`src/rtl/fft_pkg.sv`:
```
// Shared definitions for the 8-point FFT datapath: sizes, the loader state
// type and the 3-bit bit-reversal used by the input and later reorder stages.
package fft_pkg;

    localparam int N        = 3;
    localparam int PTS      = 8;
    localparam int LOG2_PTS = 3;

    typedef enum logic {
        FILL  = 1'b0,
        DRAIN = 1'b1
    } state_e;

    function automatic logic [LOG2_PTS-1:0] bitrev3(input logic [LOG2_PTS-1:0] idx);
        return {idx[0], idx[1], idx[2]};
    endfunction

endpackage

```
`src/rtl/fft_bitrev_loader_if.sv`:
```
// Sample-in / operand-pair-out handshake bundle of the FFT input loader.
// The slave side is the loader; the master side is its environment.
interface fft_bitrev_loader_if
    import fft_pkg::*;
#(
    parameter int W = 2**N
);

    logic         in_valid;
    logic         in_ready;
    logic [W-1:0] in_data;
    logic         out_valid;
    logic         out_ready;
    logic [W-1:0] out_a;
    logic [W-1:0] out_b;
    logic         out_last;

    modport slave (
        input  in_valid, in_data, out_ready,
        output in_ready, out_valid, out_a, out_b, out_last
    );

    modport master (
        output in_valid, in_data, out_ready,
        input  in_ready, out_valid, out_a, out_b, out_last
    );

endinterface

```
`src/rtl/fft_bitrev_loader.sv`:
```
// FFT input stage: collects 8 samples at bit-reversed slots, then hands the
// stage-1 butterfly its four operand pairs (even slot, odd slot).
//
// state | meaning
// FILL  | accepting samples, wr_cnt selects the next bit-reversed slot
// DRAIN | presenting pair rd_cnt, upstream held off
module fft_bitrev_loader
    import fft_pkg::*;
#(
    parameter int N = fft_pkg::N
) (
    input  logic                clk,
    input  logic                rst,
    fft_bitrev_loader_if.slave  io
);

    localparam int W = 2**N;

    state_e                state_q, state_d;
    logic [LOG2_PTS-1:0]   wr_cnt_q, wr_cnt_d;
    logic [1:0]            rd_cnt_q, rd_cnt_d;
    logic [W-1:0]          mem_q [PTS];
    logic [W-1:0]          mem_d [PTS];

    always_comb begin
        state_d  = state_q;
        wr_cnt_d = wr_cnt_q;
        rd_cnt_d = rd_cnt_q;
        mem_d    = mem_q;
        case (state_q)
            FILL: begin
                if (io.in_valid) begin
                    mem_d[bitrev3(wr_cnt_q)] = io.in_data;
                    wr_cnt_d = wr_cnt_q + 3'd1;
                    if (wr_cnt_q == 3'd7) begin
                        state_d = DRAIN;
                    end
                end
            end
            DRAIN: begin
                if (io.out_ready) begin
                    rd_cnt_d = rd_cnt_q + 2'd1;
                    if (rd_cnt_q == 2'd3) begin
                        state_d = FILL;
                    end
                end
            end
        endcase
    end

    // Reset clears the buffer too, so a discarded partial frame can never leak out.
    always_ff @(posedge clk) begin
        if (rst) begin
            state_q  <= FILL;
            wr_cnt_q <= '0;
            rd_cnt_q <= '0;
            for (int i = 0; i < PTS; i++) begin
                mem_q[i] <= '0;
            end
        end else begin
            state_q  <= state_d;
            wr_cnt_q <= wr_cnt_d;
            rd_cnt_q <= rd_cnt_d;
            mem_q    <= mem_d;
        end
    end

    assign io.in_ready  = (state_q == FILL);
    assign io.out_valid = (state_q == DRAIN);
    assign io.out_a     = mem_q[{rd_cnt_q, 1'b0}];
    assign io.out_b     = mem_q[{rd_cnt_q, 1'b1}];
    assign io.out_last  = (state_q == DRAIN) && (rd_cnt_q == 2'd3);

endmodule

```
`src/flat_wrapper.sv`:
```
// flat-port wrapper written by rule: the top's interface ports become plain ports
module fft_bitrev_loader_flat import fft_pkg::*;
#(
    parameter int N = fft_pkg::N
)
  (clk, rst, io_in_valid, io_in_data, io_out_ready, io_in_ready, io_out_valid, io_out_a, io_out_b, io_out_last);
  fft_bitrev_loader_if #(.W(8)) io_i ();
  input  logic clk;
  input  logic rst;
  input wire logic [$bits(io_i.in_valid)-1:0] io_in_valid;
  input wire logic [$bits(io_i.in_data)-1:0] io_in_data;
  input wire logic [$bits(io_i.out_ready)-1:0] io_out_ready;
  output wire logic [$bits(io_i.in_ready)-1:0] io_in_ready;
  output wire logic [$bits(io_i.out_valid)-1:0] io_out_valid;
  output wire logic [$bits(io_i.out_a)-1:0] io_out_a;
  output wire logic [$bits(io_i.out_b)-1:0] io_out_b;
  output wire logic [$bits(io_i.out_last)-1:0] io_out_last;
  assign io_i.in_valid = io_in_valid;
  assign io_i.in_data = io_in_data;
  assign io_i.out_ready = io_out_ready;
  assign io_in_ready = io_i.in_ready;
  assign io_out_valid = io_i.out_valid;
  assign io_out_a = io_i.out_a;
  assign io_out_b = io_i.out_b;
  assign io_out_last = io_i.out_last;
  fft_bitrev_loader #(.N(N)) u_core (.clk(clk), .rst(rst), .io(io_i));
endmodule
```
`config.mk`:
```
export PLATFORM = sky130hd
export DESIGN_NAME = fft_bitrev_loader_flat
export DESIGN_NICKNAME = d
export VERILOG_FILES = /design/src/rtl/fft_pkg.sv /design/src/rtl/fft_bitrev_loader_if.sv /design/src/rtl/fft_bitrev_loader.sv /design/src/flat_wrapper.sv
export SDC_FILE = /design/constraint.sdc
export NUM_CORES = 1
export LEC_CHECK = 0
export ABC_CLOCK_PERIOD_IN_PS = 1700
export BUFFER_PORTS_ARGS = -buffer_cell sky130_fd_sc_hd__buf_4
export CAP_MARGIN = 20
export CORE_MARGIN = 2
export CORE_UTILIZATION = 58
export CTS_CLUSTER_SIZE = 24
export DETAILED_ROUTE_END_ITERATION = 7
export PLACE_DENSITY = 0.8
export SETUP_SLACK_MARGIN = 0.4
export SKIP_LAST_GASP = 1
export SYNTH_ARGS = -nofsm -noshare
export SYNTH_HDL_FRONTEND = slang
export SYNTH_SLANG_ARGS = --single-unit
export TNS_END_PERCENT = 20
```
`constraint.sdc`:
```
create_clock -name clk -period 1.7 [get_ports clk]
set_input_delay 0.085 -clock clk [delete_from_list [all_inputs] [get_ports clk]]
set_output_delay 0.085 -clock clk [all_outputs]
set_load 0.05 [all_outputs]
```
==> flow_metrics.env <==
export IMPL_layout_area_overhead_vs_synth_pct=18.9
export IMPL_highest_layer="met4"
export IMPL_ys_seq_elements=70
export IMPL_grt_max_degree=71
export IMPL_wl_met3_um=382
export IMPL_ys_top_cells_by_area="dfxtp_1 45%, mux4_2 12%, nand2_1 10%, mux2i_1 8.1%, a21oi_1 6.8%"
export IMPL_met1Wirelength_um=2940
export IMPL_sequentialPowerShare_pct=47.9
export IMPL_met2_length_um=3370
export IMPL_place_congestion=0.720
export IMPL_clock_tree_root_cell="clkbuf_8"
export IMPL_finalSetupTns_ns=0
export IMPL_design_core_area_um2=5140
export IMPL_drt_first_pass_iters=4
export IMPL_place_detailed_hpwl_um=4280
export IMPL_final_instance_count_excl_fill=423
export IMPL_slew_violations=0
export IMPL_synth_commonest_cells="83 x nand2_1, 70 x dfxtp_1, 42 x a21oi_1, 29 x nor2_1, 25 x mux2i_1"
export IMPL_design_die_area_um2=5950
export IMPL_syn_instance_count=326
export IMPL_netSwitchingFraction_pct=24.6
export IMPL_clk_transition_reported_paths_ns=0.08
export IMPL_final_setup_skew_ns=0.00609
export IMPL_powerDensity_nw_per_um2=971
export IMPL_htreeDepth=3
export IMPL_dpl_cell_count=400
export IMPL_first_pass_grt_wire_length_um=11500
export IMPL_number_of_antenna_violations_at_the_first_check_in_global_routing=0
export IMPL_syn_area_per_cell_um2=9.51
export IMPL_drt_wirelength_per_cell_um=16.1
export IMPL_min_delay_path_class="primary input to register"
export IMPL_drtIter0Drc=167
export IMPL_cts_buffers_inserted=9
export IMPL_final_antenna_net_count=0
export IMPL_vdd_ir_drop_worst_mv=0.580
export IMPL_crit_type="register to output port"
export IMPL_grt_setup_unrepaired="true"
export IMPL_synth_yosys_seq_area_share_pct=45.2
export IMPL_power_combinational_fraction_pct=10.6
export IMPL_critical_path_arrival_ns=1.55
export IMPL_finish_net_count=367
export IMPL_layout_drive_gt1_share_pct=24.6
export IMPL_synth_largest_type_area_fraction_pct=45.2
export IMPL_setup_viol=0
export IMPL_top_level_ports=31
export IMPL_worst_path_max_fanout=6
export IMPL_route_vias_total=2371
export IMPL_buffer_ports_inserted=30
export IMPL_postSynthNetCount=345
export IMPL_clock_power_share_pct=41.5
export IMPL_static_leakage_uw=0.00134
export IMPL_ys_async_sr_fraction_pct=0
export IMPL_cpMaxStageDelayCell="mux4_2"
export IMPL_critical_path_top_delay_family="multiplexers"
export IMPL_avgViaCountPerCell=5.61
export IMPL_number_of_enable_type_register_cells_in_the_synthesized_netlist=0
export IMPL_worst_slew_pin_transition_ns=0.706
export IMPL_die_h_um=77.1
export IMPL_drc=0
export IMPL_predominant_post_synthesis_flop_cell="dfxtp_1"
export IMPL_layout_min_cycle_time_ns=1.63
export IMPL_clkLatencyLatePin_ns=0.34
export IMPL_globalRouteTotalUtil_pct=25.0
export IMPL_cp_end_kind="output port"
export IMPL_critPathBufInv=2
export IMPL_number_of_hold_buffers_added_after_cts=0
export IMPL_final_fill_count=387
export IMPL_grt_overflow_total=0
export IMPL_start_util_pct=60.3
export IMPL_num_antenna_cells=0
export IMPL_regArea_um2=1410
export IMPL_final_count_of_hold_timing_violations=0
export IMPL_power_switching_uw=882
export IMPL_yosys_warnings=0
export IMPL_cp_data_required_time_ns=1.62
export IMPL_postRouteWirelength_um=6800
export IMPL_slew_headroom_pct=52.9
export IMPL_via_count_of_the_first_global_routing_pass=2323
export IMPL_cts_buffer_depth=2
export IMPL_synth_area_leader_cell="dfxtp_1"
export IMPL_outcome="finished, final reports clean"
export IMPL_std_cell_rows=26
export IMPL_cts_tree="built"
export IMPL_multi_input_gate_area_in_the_final_layout_um2=1530
export IMPL_yosysMostFrequentCell="nand2_1"
export IMPL_synth_distinct_cells=25
export IMPL_final_min_period_over_clock_period_pct=96.0
export IMPL_series_of_cell_instances_along_the_critical_path="buf_8 -> mux4_2 -> buf_6"
export IMPL_cpPeakStageDelay_ns=0.52
export IMPL_start_kind="register"
export IMPL_die_w_um=77.1
export IMPL_synth_area_um2=3100
export IMPL_internal_power_uw=2700
export IMPL_fmax_ghz=0.613
export IMPL_max_cap_check_violation_count=0
export IMPL_cts_sink_count=70
-- registers in the layout (all words and copies together), names as in the netlist --
signal and count:
u_core.io.out_valid 1, u_core.wr_cnt_q 3, u_core.rd_cnt_q 2, u_core.mem_q 64
-- layer usage --
layer,vias to the layer above,global-route usage [%]
li1,1142,-
met1,1153,32.2
met2,67,41.0
met3,9,5.41
met4,0,10.2
met5,-,0
-- logic make-up after synthesis --
group                    count (synthesis)  synth area share (%)
multiplexers                            41                  19.7
XOR/XNOR                                 2                 0.565
buffers and inverters                   35                  6.09
AO/OA/AOI/OAI                           43                  7.02
AND/OR/NAND/NOR                        128                  18.6
flip-flops                              70                  45.2
adder cells (fa/ha/maj)                  7                  2.82
-- path summary, 6_finish.rpt --
path / from / endpoint / slack [ns] / cells after the start
worst max-delay path: u_core.rd_cnt_q[0] / io_out_a[0] / 0.07 / 3
worst max register to register: u_core.wr_cnt_q[0] / u_core.mem_q[47] / 0.18 / 5
worst min register to register: u_core.mem_q[8] / u_core.mem_q[8] / 0.46 / 2
worst min-delay path: io_in_data[1] / u_core.mem_q[9] / 0.03 / 3
-- worst reg2reg max path, delay by kind of cell, from the launching register on --
kind	cells	cell delay [ns]
simple gates	2	0.52
flops	1	0.37
mux	1	0.24
fa+ha+maj	1	0.20
buf+inv	1	0.07
-- layout make-up --
type,count,area share [%]
Multi-Input combinational cell,221,41.4
Sequential cell,70,38.3
Timing Repair Buffer,42,11.4
Clock buffer,10,3.73
Tap cell,70,2.38
Clock inverter,6,2.31
Inverter,4,0.475
-- power groups by stage --
| stage | combinational, µW | clock (µW) | sequential (µW) |
|---|---|---|---|
| global route | 407 | 1580 | 1720 |
| CTS | 379 | 1510 | 1710 |
| floorplan | 276 | 0 | 1740 |
| global placement | 335 | 0 | 1750 |
| detailed placement | 346 | 0 | 1750 |
| finish | 379 | 1480 | 1710 |
-- layout by cell type, fill, tap and decap left out, types with 3 or more instances in the layout --
cell type / count
a21oi_1: 42
and4b_1: 3
buf_4: 21
buf_6: 17
clkbuf_8: 10
dfxtp_1: 65
dfxtp_2: 3
ha_1: 6
mux2i_1: 25
mux4_2: 16
nand2_1: 83
nor2_1: 29
-- per-stage QoR --
step	setup slack, ns	power [µW]	util (%)	hold slack, ns	instance area [µm²]
after floorplan	0.299	2010	-	0.245	3100
after global placement	0.111	2080	64.0	0.384	3290
after detailed placement	0.0190	2100	64.0	0.395	3290
after CTS	0.0628	3600	71.5	0.0214	3670
after global routing	0.0236	3700	71.7	0.0281	3690
final	0.0688	3580	71.7	0.0323	3690
-- what timing repair did --
action	CTS	global route
setup endpoints to repair	82	83
pin swaps	1	0
endpoints found under the hold margin	0	0
setup buffers	6	1
gates resized for setup	34	1
No activity file was read; power rests on OpenSTA's default activity.
